==> src/rtl/scope_trigger_ctrl.sv <==
// Trigger and capture sequencer for one scope channel.
// Streams samples into a circular RAM and holds each triggered frame.
module scope_trigger_ctrl #(
  parameter int DATA_W   = 12,
  parameter int ADDR_W   = 10,
  parameter int PRE_TRIG = 256,
  parameter int HYST     = 8,
  parameter int AUTO_TO  = 4096
) (
  input  logic              clock,
  input  logic              reset,
  input  logic              sample_valid,
  input  logic [DATA_W-1:0] sample_data,
  input  logic [DATA_W-1:0] trig_level,
  input  logic              trig_edge,
  input  logic [1:0]        trig_mode,
  input  logic              arm,
  input  logic              stop,
  input  logic              frame_ack,
  output logic              wr_en,
  output logic [ADDR_W-1:0] wr_addr,
  output logic [DATA_W-1:0] wr_data,
  output logic              capture_done,
  output logic [ADDR_W-1:0] start_addr,
  output logic [ADDR_W-1:0] trig_addr,
  output logic              forced_trig,
  output logic [2:0]        state_out
);
  localparam int DEPTH  = 1 << ADDR_W;
  localparam int POST_N = DEPTH - PRE_TRIG - 1;
  localparam int AC_W   = $clog2(AUTO_TO + 1);

  localparam logic [DATA_W-1:0] HYST_V = DATA_W'(HYST);
  localparam logic [DATA_W-1:0] MAX_V  = '1;
  localparam logic [ADDR_W-1:0] PRE_V  = ADDR_W'(PRE_TRIG);
  localparam logic [ADDR_W-1:0] POST_V = ADDR_W'(POST_N);
  localparam logic [AC_W-1:0]   AUTO_V = AC_W'(AUTO_TO - 1);

  typedef enum logic [2:0] {
    S_IDLE    = 3'd0,
    S_PREFILL = 3'd1,
    S_ARMED   = 3'd2,
    S_POST    = 3'd3,
    S_DONE    = 3'd4
  } state_t;

  state_t            state;
  logic [ADDR_W-1:0] ptr;
  logic [ADDR_W-1:0] pre_cnt;
  logic [ADDR_W-1:0] post_cnt;
  logic [AC_W-1:0]   auto_cnt;
  logic              hyst_ok;
  logic [DATA_W-1:0] prev;

  logic              active;
  logic              accept;
  logic              auto_mode;
  logic              rise_hit;
  logic              fall_hit;
  logic              real_hit;
  logic              auto_hit;
  logic              fire;
  logic              arm_set;
  logic [DATA_W-1:0] lvl_lo;
  logic [DATA_W-1:0] lvl_hi;

  assign state_out = state;

  always_comb begin
    active = (state == S_PREFILL) ||
             (state == S_ARMED) ||
             (state == S_POST);
    accept    = sample_valid && !stop && active;
    auto_mode = (trig_mode == 2'b00);
    lvl_lo = (trig_level >= HYST_V) ?
             trig_level - HYST_V : '0;
    lvl_hi = (trig_level >= MAX_V - HYST_V) ?
             MAX_V : trig_level + HYST_V;
    rise_hit = hyst_ok && (prev < trig_level) &&
               (sample_data >= trig_level);
    fall_hit = hyst_ok && (prev > trig_level) &&
               (sample_data <= trig_level);
    real_hit = trig_edge ? fall_hit : rise_hit;
    auto_hit = auto_mode && (auto_cnt == AUTO_V);
    fire     = real_hit || auto_hit;
    arm_set  = trig_edge ? (sample_data >= lvl_hi) :
                           (sample_data <= lvl_lo);
  end

  always_ff @(posedge clock) begin
    if (reset) begin
      state        <= S_IDLE;
      ptr          <= '0;
      pre_cnt      <= '0;
      post_cnt     <= '0;
      auto_cnt     <= '0;
      hyst_ok      <= 1'b0;
      prev         <= '0;
      wr_en        <= 1'b0;
      wr_addr      <= '0;
      wr_data      <= '0;
      capture_done <= 1'b0;
      start_addr   <= '0;
      trig_addr    <= '0;
      forced_trig  <= 1'b0;
    end else begin
      wr_en <= accept;
      if (accept) begin
        wr_addr <= ptr;
        wr_data <= sample_data;
        ptr     <= ptr + ADDR_W'(1);
        prev    <= sample_data;
      end
      if (stop) begin
        state        <= S_IDLE;
        capture_done <= 1'b0;
        forced_trig  <= 1'b0;
      end else begin
        unique case (state)
          S_IDLE: begin
            if (arm) begin
              state        <= S_PREFILL;
              pre_cnt      <= '0;
              post_cnt     <= '0;
              auto_cnt     <= '0;
              capture_done <= 1'b0;
              forced_trig  <= 1'b0;
            end
          end
          S_PREFILL: begin
            if (accept) begin
              pre_cnt <= pre_cnt + ADDR_W'(1);
              if (pre_cnt == PRE_V - ADDR_W'(1)) begin
                state    <= S_ARMED;
                hyst_ok  <= 1'b0;
                auto_cnt <= '0;
              end
            end
          end
          S_ARMED: begin
            if (accept) begin
              if (arm_set) hyst_ok <= 1'b1;
              if (auto_mode) auto_cnt <= auto_cnt + AC_W'(1);
              if (fire) begin
                trig_addr   <= ptr;
                start_addr  <= ptr - PRE_V;
                forced_trig <= !real_hit;
                post_cnt    <= POST_V;
                // frame is exactly DEPTH words: pre + trigger + post
                state        <= (POST_N == 0) ? S_DONE : S_POST;
                capture_done <= (POST_N == 0);
              end
            end
          end
          S_POST: begin
            if (accept) begin
              post_cnt <= post_cnt - ADDR_W'(1);
              if (post_cnt == ADDR_W'(1)) begin
                state        <= S_DONE;
                capture_done <= 1'b1;
              end
            end
          end
          S_DONE: begin
            if (frame_ack) begin
              capture_done <= 1'b0;
              forced_trig  <= 1'b0;
              pre_cnt      <= '0;
              state <= (trig_mode == 2'b10) ? S_IDLE : S_PREFILL;
            end
          end
          default: state <= S_IDLE;
        endcase
      end
    end
  end
endmodule
==> config.mk <==
export PLATFORM = sky130hd
export DESIGN_NAME = scope_trigger_ctrl
export DESIGN_NICKNAME = d
export VERILOG_FILES = /design/src/rtl/scope_trigger_ctrl.sv
export SDC_FILE = /design/constraint.sdc
export NUM_CORES = 1
export LEC_CHECK = 0
export CORE_MARGIN = 3
export CORE_UTILIZATION = 51
export CTS_CLUSTER_DIAMETER = 40
export CTS_CLUSTER_SIZE = 8
export DETAILED_ROUTE_END_ITERATION = 8
export PLACE_DENSITY = 0.87
export SYNTH_ARGS = -nofsm -noshare
export SYNTH_HDL_FRONTEND = slang
export SYNTH_SLANG_ARGS = --single-unit
==> constraint.sdc <==
create_clock -name clock -period 9.7 [get_ports clock]
set_clock_uncertainty 0.2 [all_clocks]
set_input_delay 2.425 -clock clock [delete_from_list [all_inputs] [get_ports clock]]
set_output_delay 2.425 -clock clock [all_outputs]
set_load 0.02 [all_outputs]
# After elaboration in Yosys (flattened, before gate mapping)
# Cells that the tools add are included.
[word_totals]
register_bits = 92
inputBits = 33
out_inout_bits = 48
wordCells = 119
[op_classes]
add_sub_neg = 7
n_lt_le_gt_ge = 8
n_eq_ne = 18
n_mux = 43
bitwise = 1
reduce_logical = 29
[op_table]
columns = ["operator", "n"]
rows = [
  ["13-bit two-way mux", 5],
  ["10-bit two-way mux", 6],
  ["10-bit one-hot mux with 3 select lines", 2],
  ["13-bit one-hot mux with 3 select lines", 1],
  ["12-bit greater-or-equal comparator", 2],
  ["12-bit <= comparator", 2],
  ["12-bit two-way mux", 2],
  ["3-bit two-way mux", 8],
  ["10-bit by 1-bit adder with 10-bit output, second input constant", 2],
  ["2-bit inequality test, second input constant", 8],
  ["1-bit two-way mux", 15],
  ["3-bit one-hot mux with 5 select lines", 1],
  ["7-bit AND reduction", 2],
  ["13-bit by 1-bit adder with 13-bit output, second input constant", 1],
  ["13-bit by 12-bit equality test with 1-bit output, second input constant", 1],
  ["12-bit by 4-bit adder with 12-bit output, second input constant", 1],
  ["12-bit greater-or-equal comparator, second input constant", 1],
  ["12-bit by 4-bit greater-or-equal comparator with 1-bit output, second input constant", 1],
  ["12-bit > comparator", 1],
  ["12-bit < comparator", 1],
  ["6-bit AND reduction", 2],
  ["3-bit nonzero test", 4],
  ["12-bit by 4-bit subtractor with 12-bit output, second input constant", 1],
  ["10-bit by 1-bit equality test with 1-bit output, second input constant", 1],
  ["23 further kinds", 35],
]

# Logic depth before layout (Yosys ltp)
[logic_depth]
ltp_word = 8
ltp_mapped = 14
mapped_depth_nobuf = 14

# Worst setup path after synthesis
# Ideal clock, no wire load.
[synth_path]
path_type = "input port to flip-flop"
from = "in trig_level[4]"
to = "reg hyst_ok"
setup_ns = 0.129
t_arrival_ns = 5.024
required_ns = 9.371
path_slack_ns = 4.348
cell_stages = 14
path_buffers = 1
cell_sequence = "inv_1 nor4_1 nand3_1 a21oi_1 clkbuf_1 nor2_1 ha_1 a21o_1 a21o_1 a21o_1 a2111oi_0 nor3_1 o31ai_1 a2bb2oi_1"
[synth_between]
elab_chain_cells = 6
elab_cells_between_ends = 11
[synth_rtl]
columns = ["item", "line_no", "rtl"]
rows = [
  ["from (decl)", "14", "input logic [DATA_W-1:0] trig_level,"],
  ["12-bit by 4-bit subtractor with 12-bit output, or another cell as far along", "76", "trig_level - HYST_V : '0;"],
  ["12-bit two-way mux, on equally long branches", "75, 77", ""],
  ["12-bit <= comparator / 12-bit greater-or-equal comparator (equally long branches)", "87, 86", ""],
  ["1-bit two-way mux *", "86", "arm_set = trig_edge ? (sample_data >= lvl_hi) :"],
  ["2-bit inequality test (no line) *", "-", ""],
  ["6-bit AND reduction (no line) *", "-", ""],
  ["to (signal assigned)", "97", "hyst_ok <= 1'b0;"],
  ["to (signal assigned)", "135", "hyst_ok <= 1'b0;"],
  ["to (signal assigned)", "142", "if (arm_set) hyst_ok <= 1'b1;"],
  ["to (decl)", "52", "logic hyst_ok;"],
]
# Every way passes the cells marked *; elsewhere a longest branch is shown, timed or not.
# A chain may end at the register's enable or synchronous reset.

# Final worst setup path
[layout_path]
from = "in trig_level[7]"
to = "reg hyst_ok"
# The elaborated chain is that of the path after synthesis.

==> key figures <==
Hold path
  • Worst Hold Endpoint: wr_addr[5]
  • Min-Delay Startpoint: wr_addr[5]
  • Worst hold-check path type: flip-flop to flip-flop
  • Hold depth: 2

Power
  • IR Drop Worst-Case VDD: about 84 uV
  • Pwr per Cell Area: 120.3 nW/um2
  • LEAKAGE: approximately 2.6 nW

Routing
  • 1st-iter DRT viols: approximately 350
  • DRC violations left: 0
  • Routed wire length: ~13,000 um
  • Post-detailed-route count of antenna-violating nets: 0
  • Wire per inst: 15.61 um
  • Avg Vias per Cell: approximately 5.8
  • Pre-Repair DR Iteration Count: 5
  • Vias: 4,975

Finish
  • Final Non-Filler Cells: approximately 850
  • Filler cell count: roughly 810
  • Share of cells above drive strength 1: 0.05014
  • # diodes: 0
  • Layout area overhead: 19.96%
  • Commonest non-fill, non-tap cell in the layout: nand2_1
  • Final layout net count: roughly 800
  • Highest-count cells in the layout ignoring fill and taps: nand2_1 (92), dfxtp_1 (84), clkdlybuf4s50_1 (79)

Logic synthesis
  • Async SR Flop Fraction: 0
  • Post-synthesis cell type count: 63
  • Post-synthesis sequential area ratio: 0.3171
  • Area fraction of the dominant cell type after synthesis: 0.3171
  • Syn Nets: 741
  • #FFs+latches synth: 84
  • Synth Area per Inst: slightly above 8 um2
  • Synth Cell Area: between 5000 and 6000 um2
  • Post-synth top area cell: dfxtp_1
  • Synth Flop Type: dfxtp_1
  • Ranking of synthesized cells by area: dfxtp_1 (32%), ha_1 (13%), nand2_1 (6.5%)
  • Post-synth EDFFs: 0
  • Cell count after synthesis: about 650
  • Yosys warnings: 0

Timing
  • Setup Total Neg Slack: 0 ps
  • Endpoints failing hold: 0
  • F_max: 0.1554 GHz
  • Slew @ Worst Pin: 865.4 ps
  • # setup viols final: 0
  • Unrepaired setup endpoints after global routing: false
  • Slew Viols, Final: 0
  • Crit path time final: between 6000 and 7000 ps
  • Slew HR: 0.4231
  • Crit share post-route: 0.6634

Floorplanning
  • Die Y: ~110 um
  • Die area: 11,660 um2
  • Core area: 9955 um2
  • Initial Utilization: 0.5327
  • Die X: approximately 110 um
  • # rows: 36
  • Ports: between 80 and 90

Global routing
  • Vias in the first global route: approximately 4,700
  • First-pass GRT wire length: approximately 22,000 um
  • Initial antenna violation count: 0
  • Total global routing overflow: 0
  • GR Util All Layers: 0.2275
  • Largest net degree at the start of global routing: 63

Clocking
  • Clock-pin slew on the worst setup and hold paths: ~80 ps
  • Post-CTS sizing: 0
  • Max Buffers Root-to-Sink: 2
  • TritonCTS Buffers: 9
  • CTS H-tree depth: 3
  • Clock sinks: 84
  • CTS tree: done
  • Worst-Skew Late Latency: between 300 and 400 ps
  • Hold-fix buffers at CTS: 0
  • Clock Tree Root: clkbuf_8
  • Setup bufs post-CTS: 0

Run
  • MaxCap Viol Count: 0

Setup path
  • Reg2reg setup slack: 6310 ps
  • Crit Path Class: input port to flip-flop
  • R2R cell count: 9
  • Worst R2R End: post_cnt[2]
  • Critical path data required time: between 9000 and 10,000 ps
  • CP arrival: about 6500 ps
  • Setup crit start kind: input port
  • Reg-to-reg startpoint: prev[10]
  • Crit end category: flip-flop
  • Largest fanout on the critical path: 11

Placement
  • Dpl hpwl: slightly above 10,000 um
  • Routability cong.: ~0.96
  • Placed insts: between 800 and 900
  • I/O Buffers: 80

Status
  • Status: complete, no violations
==> cell usage after synthesis (3+ instances only) <==
library cell  count
nand2_1          92
dfxtp_1          84
nor2_1           72
ha_1             55
a21oi_1          54
inv_1            25
clkbuf_1         22
xor2_1           22
nand3_1          20
mux2i_1          18
o21ai_0          18
xnor2_1          14
a21o_1           12
nand4_1          12
nor3_1           12
and3_1           11
buf_4            10
nand2b_1          9
and2_1            6
or3_1             6
a211oi_2          5
nor2b_1           5
nor4_1            5
a211oi_1          3
and4_1            3
o21a_1            3
o21ai_1           3
o31ai_1           3
==> sequential cells by signal, summed over array words and instances (netlist names) <==
register and cells:
capture_done 1, pre_cnt 10, wr_addr 10, trig_addr 2, hyst_ok 1, start_addr 10, state_out 3, post_cnt 10
ptr 10, auto_cnt 13, wr_en 1, prev 12, forced_trig 1
==> stage by stage <==
step                hold WS (ps)  area (um2)  total power, mW    util  setup slack [ps]
finish                     263.3        6361           0.7653  0.6390              3265
floorplan                  253.9        5303           0.4289       -              4348
global placement           243.8        6112           0.4629  0.6140              3175
detailed placement         254.7        6112           0.4685  0.6140              2993
global route               287.0        6361           0.7964  0.6390              2979
CTS                        266.3        6361           0.7688  0.6390              3349
==> cell type report <==
cell class / instances / area, um2 / area share
Tap cell: 133 / 166.4 / 0.02616
Clock buffer: 11 / 141.4 / 0.02223
Sequential cell: 84 / 1682 / 0.2644
Multi-Input combinational cell: 509 / 3344 / 0.5258
Inverter: 25 / 93.84 / 0.01475
Clock inverter: 5 / 107.6 / 0.01692
Timing Repair Buffer: 84 / 825.8 / 0.1298
==> critical path, cell delays in order <==
cell and delay, ps:
clkdlybuf4s50_1 580, inv_1 140, nor4_1 600, nand3_1 150, a21oi_1 630, or2_2 230
ha_1 210, nand2b_1 140, a21o_1 170, a21o_1 170, a21o_1 160, a2111oi_0 420
nor3_1 100, o31ai_1 230, a2bb2oi_1 110
==> per-layer routing <==
metal / GRT usage / vias to the layer above / wire [um] / share of wire
met5: 0 / - / 0 / 0
met4: 0.05861 / 0 / 246 / 0.019
met1: 0.2921 / 2321 / 5647 / 0.43
met3: 0.04716 / 29 / 977 / 0.074
met2: 0.3903 / 200 / 6409 / 0.48
li1: - / 2425 / - / -
==> worst max-delay path by stage <==
stage | from | endpoint
after floorplan | trig_level[4] | hyst_ok
after global placement | trig_level[7] | hyst_ok
after detailed placement | trig_level[7] | hyst_ok
after CTS | trig_level[7] | hyst_ok
after global routing | trig_level[7] | hyst_ok
final | trig_level[7] | hyst_ok
==> where the power goes <==
part	leakage [nW]	total, mW	switching [mW]	internal, mW
Combinational	1.76	0.110	0.0636	0.0467
Clock	0.124	0.303	0.123	0.180
Sequential	0.678	0.352	0.00403	0.348
Total	2.56	0.765	0.191	0.575
==> cell families (layout without fill, tap and decap cells) <==
| group | Yosys count | after routing | synth area share |
|---|---|---|---|
| simple gates | 267 | 267 | 0.2383 |
| compound gates | 132 | 132 | 0.1661 |
| flops | 84 | 84 | 0.3171 |
| buf+inv | 60 | 125 | 0.05309 |
| fa+ha+maj | 55 | 55 | 0.1298 |
| xor+xnor | 36 | 36 | 0.05946 |
| mux | 19 | 19 | 0.03610 |
Power figures use the tool's default switching activity.
